File: config.mk
export PLATFORM = sky130hd
export DESIGN_NAME = hazard_ctrl_flat
export DESIGN_NICKNAME = d
export VERILOG_FILES = /design/src/rtl/hazard_ctrl_pkg.sv /design/src/rtl/hazard_ctrl_if.sv /design/src/rtl/hazard_ctrl_mem_fsm.sv /design/src/rtl/hazard_ctrl.sv /design/src/flat_wrapper.sv
export SDC_FILE = /design/constraint.sdc
export NUM_CORES = 1
export LEC_CHECK = 0
export BUFFER_PORTS_ARGS = -buffer_cell sky130_fd_sc_hd__buf_4
export CAP_MARGIN = 15
export CORE_UTILIZATION = 40
export CTS_CLUSTER_SIZE = 28
export DETAILED_ROUTE_END_ITERATION = 7
export PLACE_DENSITY = 0.65
export SLEW_MARGIN = 30
export SYNTH_ARGS = -nofsm -noshare
export SYNTH_HDL_FRONTEND = slang
export SYNTH_SLANG_ARGS = --single-unit
File: constraint.sdc
create_clock -name clk -period 5.04 [get_ports clk]
set_input_delay 0.504 -clock clk [delete_from_list [all_inputs] [get_ports clk]]
set_output_delay 0.504 -clock clk [all_outputs]
set_load 0.01 [all_outputs]
File: src/rtl/hazard_ctrl_pkg.sv
// Shared constants, FSM encoding and the forwarding-select helper for the
// pipeline hazard controller.
package hazard_pkg;

  localparam logic [1:0] FWD_RF = 2'b00;
  localparam logic [1:0] FWD_W  = 2'b01;
  localparam logic [1:0] FWD_M  = 2'b10;

  localparam logic [1:0] WB_SRC_LOAD = 2'b01;

  typedef enum logic {
    RUN,
    WAIT
  } mem_state_e;

  // Memory stage wins over writeback; x0 is never forwarded.
  function automatic logic [1:0] fwd_sel(input logic [4:0] rs_e,
                                         input logic [4:0] rd_m,
                                         input logic       wr_m,
                                         input logic [4:0] rd_w,
                                         input logic       wr_w);
    if (wr_m && (rd_m != 5'd0) && (rd_m == rs_e)) return FWD_M;
    if (wr_w && (rd_w != 5'd0) && (rd_w == rs_e)) return FWD_W;
    return FWD_RF;
  endfunction

endpackage

File: src/rtl/hazard_ctrl_if.sv
// Pipeline-side bundle of the hazard controller: register addresses and
// memory handshake in, stall/flush/forward controls and counters out.
interface hazard_ctrl_if #(
  parameter int unsigned CNT_W = 32
);

  logic [4:0]       rs1_d;
  logic [4:0]       rs2_d;
  logic [4:0]       rs1_e;
  logic [4:0]       rs2_e;
  logic [4:0]       rd_e;
  logic             rd_write_e;
  logic [1:0]       rd_write_src_e;
  logic             pc_write_e;
  logic [4:0]       rd_m;
  logic             rd_write_m;
  logic [4:0]       rd_w;
  logic             rd_write_w;
  logic             dmem_req_m;
  logic             dmem_ready;

  logic             stall_f;
  logic             stall_d;
  logic             stall_e;
  logic             stall_m;
  logic             flush_d;
  logic             flush_e;
  logic             flush_w;
  logic [1:0]       forwarding_rs1_e;
  logic [1:0]       forwarding_rs2_e;
  logic             mem_err;
  logic [CNT_W-1:0] stall_cnt;
  logic [CNT_W-1:0] flush_cnt;

  modport master (
    output rs1_d, rs2_d, rs1_e, rs2_e, rd_e, rd_write_e, rd_write_src_e, pc_write_e,
           rd_m, rd_write_m, rd_w, rd_write_w, dmem_req_m, dmem_ready,
    input  stall_f, stall_d, stall_e, stall_m, flush_d, flush_e, flush_w,
           forwarding_rs1_e, forwarding_rs2_e, mem_err, stall_cnt, flush_cnt
  );

  modport slave (
    input  rs1_d, rs2_d, rs1_e, rs2_e, rd_e, rd_write_e, rd_write_src_e, pc_write_e,
           rd_m, rd_write_m, rd_w, rd_write_w, dmem_req_m, dmem_ready,
    output stall_f, stall_d, stall_e, stall_m, flush_d, flush_e, flush_w,
           forwarding_rs1_e, forwarding_rs2_e, mem_err, stall_cnt, flush_cnt
  );

endinterface

File: src/rtl/hazard_ctrl_mem_fsm.sv
// Data-memory wait sequencer: RUN/WAIT FSM with a watchdog that forces the
// stall to release after TIMEOUT waiting cycles.
module hazard_mem_fsm
  import hazard_pkg::*;
#(
  parameter int unsigned TIMEOUT = 16
) (
  input  logic clk,
  input  logic rst_n,
  input  logic i_dmem_req,
  input  logic i_dmem_ready,
  output logic o_mb,
  output logic o_to_hit,
  output logic o_mem_err
);

  localparam int unsigned CntW = (TIMEOUT < 2) ? 1 : $clog2(TIMEOUT + 1);
  localparam logic [CntW-1:0] TimeoutVal = CntW'(TIMEOUT);

  mem_state_e      r_state;
  logic [CntW-1:0] r_cnt;
  logic            w_to_hit;

  assign w_to_hit  = (r_state == WAIT) && (TIMEOUT != 0) && (r_cnt == TimeoutVal);
  assign o_to_hit  = w_to_hit;
  assign o_mem_err = w_to_hit;
  // The expiry cycle itself is not stalled, so the pipeline moves on at once.
  assign o_mb      = i_dmem_req && !i_dmem_ready && !w_to_hit;

  always_ff @(posedge clk or negedge rst_n) begin
    if (!rst_n) begin
      r_state <= RUN;
      r_cnt   <= '0;
    end else begin
      unique case (r_state)
        RUN: begin
          if (i_dmem_req && !i_dmem_ready) begin
            r_state <= WAIT;
            r_cnt   <= CntW'(1);
          end
        end
        WAIT: begin
          if (i_dmem_ready || w_to_hit) begin
            r_state <= RUN;
            r_cnt   <= '0;
          end else begin
            r_cnt <= r_cnt + CntW'(1);
          end
        end
        default: begin
          r_state <= RUN;
          r_cnt   <= '0;
        end
      endcase
    end
  end

endmodule

File: src/rtl/hazard_ctrl.sv
// Hazard controller for the five-stage RV32 pipeline: operand forwarding,
// load-use stall, redirect flush, memory wait stall and perf counters.
module hazard_ctrl
  import hazard_pkg::*;
#(
  parameter int unsigned TIMEOUT = 16,
  parameter int unsigned CNT_W   = 32
) (
  input logic         clk,
  input logic         rst_n,
  hazard_ctrl_if.slave io_bus
);

  logic             w_mb;
  logic             w_unused_to_hit;
  logic             w_mem_err;
  logic             w_lu;
  logic             w_redirect;
  logic             w_stall_f, w_stall_d, w_stall_e, w_stall_m;
  logic             w_flush_d, w_flush_e, w_flush_w;
  logic [CNT_W-1:0] r_stall_cnt;
  logic [CNT_W-1:0] r_flush_cnt;

  hazard_mem_fsm #(
    .TIMEOUT(TIMEOUT)
  ) u_mem_fsm (
    .clk         (clk),
    .rst_n       (rst_n),
    .i_dmem_req  (io_bus.dmem_req_m),
    .i_dmem_ready(io_bus.dmem_ready),
    .o_mb        (w_mb),
    .o_to_hit    (w_unused_to_hit),
    .o_mem_err   (w_mem_err)
  );

  // Checks rs2 even for instructions that ignore it; a spare bubble is harmless.
  assign w_lu = io_bus.rd_write_e && (io_bus.rd_write_src_e == WB_SRC_LOAD) &&
                (io_bus.rd_e != 5'd0) &&
                ((io_bus.rd_e == io_bus.rs1_d) || (io_bus.rd_e == io_bus.rs2_d));

  always_comb begin
    w_stall_f  = 1'b0;
    w_stall_d  = 1'b0;
    w_stall_e  = 1'b0;
    w_stall_m  = 1'b0;
    w_flush_d  = 1'b0;
    w_flush_e  = 1'b0;
    w_flush_w  = 1'b0;
    w_redirect = 1'b0;
    if (!rst_n) begin
      w_redirect = 1'b0;
    end else if (w_mb) begin
      // Holding execute keeps pc_write_e alive until the wait ends.
      w_stall_f = 1'b1;
      w_stall_d = 1'b1;
      w_stall_e = 1'b1;
      w_stall_m = 1'b1;
      w_flush_w = 1'b1;
    end else if (io_bus.pc_write_e) begin
      w_flush_d  = 1'b1;
      w_flush_e  = 1'b1;
      w_redirect = 1'b1;
    end else if (w_lu) begin
      w_stall_f = 1'b1;
      w_stall_d = 1'b1;
      w_flush_e = 1'b1;
    end
  end

  always_ff @(posedge clk or negedge rst_n) begin
    if (!rst_n) begin
      r_stall_cnt <= '0;
      r_flush_cnt <= '0;
    end else begin
      if (w_stall_f)  r_stall_cnt <= r_stall_cnt + CNT_W'(1);
      if (w_redirect) r_flush_cnt <= r_flush_cnt + CNT_W'(1);
    end
  end

  assign io_bus.stall_f   = w_stall_f;
  assign io_bus.stall_d   = w_stall_d;
  assign io_bus.stall_e   = w_stall_e;
  assign io_bus.stall_m   = w_stall_m;
  assign io_bus.flush_d   = w_flush_d;
  assign io_bus.flush_e   = w_flush_e;
  assign io_bus.flush_w   = w_flush_w;
  assign io_bus.mem_err   = w_mem_err;
  assign io_bus.stall_cnt = r_stall_cnt;
  assign io_bus.flush_cnt = r_flush_cnt;

  assign io_bus.forwarding_rs1_e = !rst_n ? FWD_RF :
      fwd_sel(io_bus.rs1_e, io_bus.rd_m, io_bus.rd_write_m, io_bus.rd_w, io_bus.rd_write_w);
  assign io_bus.forwarding_rs2_e = !rst_n ? FWD_RF :
      fwd_sel(io_bus.rs2_e, io_bus.rd_m, io_bus.rd_write_m, io_bus.rd_w, io_bus.rd_write_w);

endmodule

File: src/flat_wrapper.sv
// flat-port wrapper written by rule: the top's interface ports become plain ports
module hazard_ctrl_flat import hazard_pkg::*;
#(
  parameter int unsigned TIMEOUT = 16,
  parameter int unsigned CNT_W   = 32
)
  (clk, rst_n, io_bus_rs1_d, io_bus_rs2_d, io_bus_rs1_e, io_bus_rs2_e, io_bus_rd_e, io_bus_rd_write_e, io_bus_rd_write_src_e, io_bus_pc_write_e, io_bus_rd_m, io_bus_rd_write_m, io_bus_rd_w, io_bus_rd_write_w, io_bus_dmem_req_m, io_bus_dmem_ready, io_bus_stall_f, io_bus_stall_d, io_bus_stall_e, io_bus_stall_m, io_bus_flush_d, io_bus_flush_e, io_bus_flush_w, io_bus_forwarding_rs1_e, io_bus_forwarding_rs2_e, io_bus_mem_err, io_bus_stall_cnt, io_bus_flush_cnt);
  hazard_ctrl_if #(.CNT_W(CNT_W)) io_bus_i ();
  input logic clk;
  input logic rst_n;
  input wire logic [$bits(io_bus_i.rs1_d)-1:0] io_bus_rs1_d;
  input wire logic [$bits(io_bus_i.rs2_d)-1:0] io_bus_rs2_d;
  input wire logic [$bits(io_bus_i.rs1_e)-1:0] io_bus_rs1_e;
  input wire logic [$bits(io_bus_i.rs2_e)-1:0] io_bus_rs2_e;
  input wire logic [$bits(io_bus_i.rd_e)-1:0] io_bus_rd_e;
  input wire logic [$bits(io_bus_i.rd_write_e)-1:0] io_bus_rd_write_e;
  input wire logic [$bits(io_bus_i.rd_write_src_e)-1:0] io_bus_rd_write_src_e;
  input wire logic [$bits(io_bus_i.pc_write_e)-1:0] io_bus_pc_write_e;
  input wire logic [$bits(io_bus_i.rd_m)-1:0] io_bus_rd_m;
  input wire logic [$bits(io_bus_i.rd_write_m)-1:0] io_bus_rd_write_m;
  input wire logic [$bits(io_bus_i.rd_w)-1:0] io_bus_rd_w;
  input wire logic [$bits(io_bus_i.rd_write_w)-1:0] io_bus_rd_write_w;
  input wire logic [$bits(io_bus_i.dmem_req_m)-1:0] io_bus_dmem_req_m;
  input wire logic [$bits(io_bus_i.dmem_ready)-1:0] io_bus_dmem_ready;
  output wire logic [$bits(io_bus_i.stall_f)-1:0] io_bus_stall_f;
  output wire logic [$bits(io_bus_i.stall_d)-1:0] io_bus_stall_d;
  output wire logic [$bits(io_bus_i.stall_e)-1:0] io_bus_stall_e;
  output wire logic [$bits(io_bus_i.stall_m)-1:0] io_bus_stall_m;
  output wire logic [$bits(io_bus_i.flush_d)-1:0] io_bus_flush_d;
  output wire logic [$bits(io_bus_i.flush_e)-1:0] io_bus_flush_e;
  output wire logic [$bits(io_bus_i.flush_w)-1:0] io_bus_flush_w;
  output wire logic [$bits(io_bus_i.forwarding_rs1_e)-1:0] io_bus_forwarding_rs1_e;
  output wire logic [$bits(io_bus_i.forwarding_rs2_e)-1:0] io_bus_forwarding_rs2_e;
  output wire logic [$bits(io_bus_i.mem_err)-1:0] io_bus_mem_err;
  output wire logic [$bits(io_bus_i.stall_cnt)-1:0] io_bus_stall_cnt;
  output wire logic [$bits(io_bus_i.flush_cnt)-1:0] io_bus_flush_cnt;
  assign io_bus_i.rs1_d = io_bus_rs1_d;
  assign io_bus_i.rs2_d = io_bus_rs2_d;
  assign io_bus_i.rs1_e = io_bus_rs1_e;
  assign io_bus_i.rs2_e = io_bus_rs2_e;
  assign io_bus_i.rd_e = io_bus_rd_e;
  assign io_bus_i.rd_write_e = io_bus_rd_write_e;
  assign io_bus_i.rd_write_src_e = io_bus_rd_write_src_e;
  assign io_bus_i.pc_write_e = io_bus_pc_write_e;
  assign io_bus_i.rd_m = io_bus_rd_m;
  assign io_bus_i.rd_write_m = io_bus_rd_write_m;
  assign io_bus_i.rd_w = io_bus_rd_w;
  assign io_bus_i.rd_write_w = io_bus_rd_write_w;
  assign io_bus_i.dmem_req_m = io_bus_dmem_req_m;
  assign io_bus_i.dmem_ready = io_bus_dmem_ready;
  assign io_bus_stall_f = io_bus_i.stall_f;
  assign io_bus_stall_d = io_bus_i.stall_d;
  assign io_bus_stall_e = io_bus_i.stall_e;
  assign io_bus_stall_m = io_bus_i.stall_m;
  assign io_bus_flush_d = io_bus_i.flush_d;
  assign io_bus_flush_e = io_bus_i.flush_e;
  assign io_bus_flush_w = io_bus_i.flush_w;
  assign io_bus_forwarding_rs1_e = io_bus_i.forwarding_rs1_e;
  assign io_bus_forwarding_rs2_e = io_bus_i.forwarding_rs2_e;
  assign io_bus_mem_err = io_bus_i.mem_err;
  assign io_bus_stall_cnt = io_bus_i.stall_cnt;
  assign io_bus_flush_cnt = io_bus_i.flush_cnt;
  hazard_ctrl #(.TIMEOUT(TIMEOUT), .CNT_W(CNT_W)) u_core (.clk(clk), .rst_n(rst_n), .io_bus(io_bus_i));
endmodule
==> flow_metrics.env <==
export IMPL_setup_viol=0
export IMPL_wirelength_um=8250
export IMPL_yosysSeqAreaShare=0.465
export IMPL_instances_no_fill=590
export IMPL_grt_max_degree=44
export IMPL_cts_setup_buffers=0
export IMPL_fin_crit_ns=2.54
export IMPL_fmax_ghz=0.394
export IMPL_rsz0062_at_grt="no"
export IMPL_crit_path_frequent_cell="buf_4"
export IMPL_peakVddDrop_uv=158
export IMPL_start_kind="input port"
export IMPL_skew_ns=0.00680
export IMPL_hold_class="in -> async"
export IMPL_grt_total_usage=0.174
export IMPL_drv_cap=0
export IMPL_die_h_um=99.0
export IMPL_post_dp_cell_area_um2=4770
export IMPL_endpoint_kind="output port"
export IMPL_drc=0
export IMPL_path_buf_inv=2
export IMPL_regArea_um2=1750
export IMPL_swShare=0.267
export IMPL_avgSynthCellArea_um2=10.7
export IMPL_antennaDiodeCount=0
export IMPL_reg2reg_from="u_core.u_mem_fsm.r_cnt[0]"
export IMPL_crit_chain="buf_4 > o211ai_1 > or4_1 > nor4_1 > buf_4"
export IMPL_antenna_found_initial=0
export IMPL_ys_types=44
export IMPL_fin_util=0.545
export IMPL_gr_total_overflow=0
export IMPL_multi_input_area_um2=1940
export IMPL_p_leak_nw=2.39
export IMPL_yosys_warnings=0
export IMPL_cts_clk_slew_worst_paths_ns=0.07
export IMPL_synthToLayoutAreaGrowth_pct=33.2
export IMPL_cts_buffers=9
export IMPL_die_w_um=99.0
export IMPL_final_common_cell="buf_4"
export IMPL_io_pin_count=121
export IMPL_setup_tns_final_ns=0
export IMPL_grt_util_met2=0.288
export IMPL_n_fill_cell=815
export IMPL_clkPwrFrac=0.376
export IMPL_crit_path_max_incr_delay_ns=0.54
export IMPL_pwr_share_seq=0.453
export IMPL_fp_row_count=35
export IMPL_slowest_stage="or4_1"
export IMPL_drt_initial_drc_count=82
export IMPL_startpoint="rst_n"
export IMPL_required_ns=4.54
export IMPL_clock_latency_ns=0.34
export IMPL_dieArea_um2=9810
export IMPL_clkSinkCount=70
export IMPL_p_int_mw=1.08
export IMPL_drtPass1Iterations=4
export IMPL_path_delay_family="simple AND/OR/NAND/NOR gates"
export IMPL_core_area_um2=9200
export IMPL_cts_tree="built"
export IMPL_cts_max_path_buffers=2
export IMPL_io_buffer_count=120
export IMPL_first_global_vias=2859
export IMPL_hold_viol=0
export IMPL_fin_crit_sh=0.504
export IMPL_dp_cells=574
export IMPL_cts_resized=0
export IMPL_power_density_nw_per_um2=293
export IMPL_pwr_share_comb=0.171
export IMPL_fin_nets=523
export IMPL_worst_slew_pin_transition_ns=0.753
export IMPL_htreeDepth=3
export IMPL_status="complete, no violations"
export IMPL_grt_pass1_wl_um=13500
export IMPL_path_max_fanout=40
export IMPL_clockRootBuffer="clkbuf_8"
export IMPL_gp_congestion=0.827
export IMPL_wl_per_cell_um=14.0
export IMPL_syn_instance_count=351
export IMPL_crit_arrival_ns=2.04
export IMPL_via_per_inst=5.11
export IMPL_synth_fp_nets=400
export IMPL_layout_common_cells="buf_4 (122), dfrtp_1 (70), xnor2_1 (55), xor2_1 (38), nand3_1 (30)"
export IMPL_drive_above_1_share=0.319
export IMPL_start_util=0.410
export IMPL_syn_area_um2=3770
export IMPL_use_met3=0.0418
export IMPL_cts_hold_buf=0
export IMPL_p_sw_mw=0.392
export IMPL_power_mw=1.47
export IMPL_synth_seq_cells=70
export IMPL_slew_headroom=0.498
export IMPL_timing_worst_setup_path_type="in -> out"
export IMPL_met1_usage=0.222
export IMPL_finalInstanceArea_um2=5020
export IMPL_finalMaxSlewViolations=0
export IMPL_dp_hpwl_um=6300
export IMPL_ant_nets=0
export IMPL_grt_busiest_layer="met2"
export IMPL_vias=3015
[path summary, 6_finish.rpt]
kind / endpoint / slack, ns / cells after the start
max reg2reg: u_core.io_bus.flush_cnt[12] / 2.85 / 7
max in group asynchronous: u_core.io_bus.flush_cnt[29] / 4.02 / 2
max: io_bus_forwarding_rs2_e[0] / 2.50 / 5
min reg2reg: u_core.io_bus.flush_cnt[31] / 0.48 / 1
min: u_core.io_bus.flush_cnt[15] / 0.11 / 1
min in group clk: u_core.u_mem_fsm.r_state / 0.35 / 2
[area by class of cell]
cell class / instances / share of cell area
Tap cell: 111 / 0.0277
Clock inverter: 5 / 0.0212
Timing Repair Buffer: 122 / 0.183
Sequential cell: 70 / 0.349
Clock buffer: 11 / 0.0282
Multi-Input combinational cell: 264 / 0.386
Inverter: 7 / 0.00524
[cell families after synthesis]
logic type,synth area share
and+or+nand+nor,0.226
xor gates and xnor gates,0.221
DFF,0.465
buffers and inverters,0.0226
AOI/OAI and AO/OA,0.0462
adders and majority gates,0.0133
muxes,0.00598
[routing by layer]
layer | up-vias | wire length (um)
met5 | - | 0
met4 | 0 | 101
met3 | 10 | 493
met2 | 103 | 3950
met1 | 1427 | 3710
li1 | 1475 | -
[state kept, by name, indices dropped and copies added (netlist names)]
| register | count |
|---|---|
| u_core.u_mem_fsm.r_cnt | 5 |
| u_core.io_bus.flush_cnt | 32 |
| u_core.u_mem_fsm.r_state | 1 |
| u_core.io_bus.stall_cnt | 32 |
[per-stage QoR]
stage / hold WS [ns] / setup WS [ns]
4_1_cts: 0.115 / 2.47
3_5_place_dp: 0.467 / 2.47
6_report: 0.110 / 2.50
5_1_grt: 0.126 / 2.32
2_1_floorplan: 0.208 / 2.79
3_3_place_gp: 0.459 / 2.30
[power by group through the flow]
stage | Sequential [mW] | Clock [mW] | Combinational (mW)
global route | 0.675 | 0.589 | 0.274
detailed placement | 0.677 | 0 | 0.255
floorplan | 0.680 | 0 | 0.0999
global placement | 0.674 | 0 | 0.253
CTS | 0.667 | 0.566 | 0.256
finish | 0.667 | 0.553 | 0.251
[worst register-to-register path, cell delays in order (launching register included)]
cell and delay, ns:
dfrtp_1 0.42, inv_1 0.07, ha_1 0.17, a41oi_1 0.19
and4bb_1 0.38, nand4_1 0.35, nor3_1 0.35, xor2_1 0.18
[cells in the mapped netlist]
master,number,share of area
buf_2,2,0.0027
inv_1,7,0.0070
nor2_1,15,0.015
and2_1,3,0.0050
or3b_2,1,0.0023
or4_1,4,0.0080
or4_4,2,0.0060
nand2b_1,2,0.0033
nand2_1,26,0.026
and4_1,7,0.016
o41ai_4,1,0.0073
nor3_1,11,0.015
a22oi_2,1,0.0033
a41o_1,1,0.0027
nand4_1,18,0.030
nand3_1,30,0.040
nand4_4,1,0.0056
and4bb_1,1,0.0033
dfrtp_1,70,0.47
buf_4,3,0.0060
clkbuf_1,4,0.0040
xnor2_2,1,0.0043
o32ai_4,1,0.0073
nor2b_1,1,0.0017
nor3_2,1,0.0027
nor4_2,1,0.0033
mux2_1,1,0.0030
a22o_1,1,0.0023
nand3_2,3,0.0080
o2111ai_4,1,0.0070
xnor2_1,55,0.13
a41oi_1,1,0.0023
and3_1,14,0.023
buf_6,1,0.0030
nor3b_1,2,0.0040
o211ai_1,1,0.0020
ha_1,4,0.013
o22ai_1,2,0.0033
o21ai_0,5,0.0066
o31ai_1,1,0.0020
or3_1,1,0.0017
nor4_1,4,0.0066
mux2_2,1,0.0030
xor2_1,38,0.088
Power figures use the tool's default switching activity.
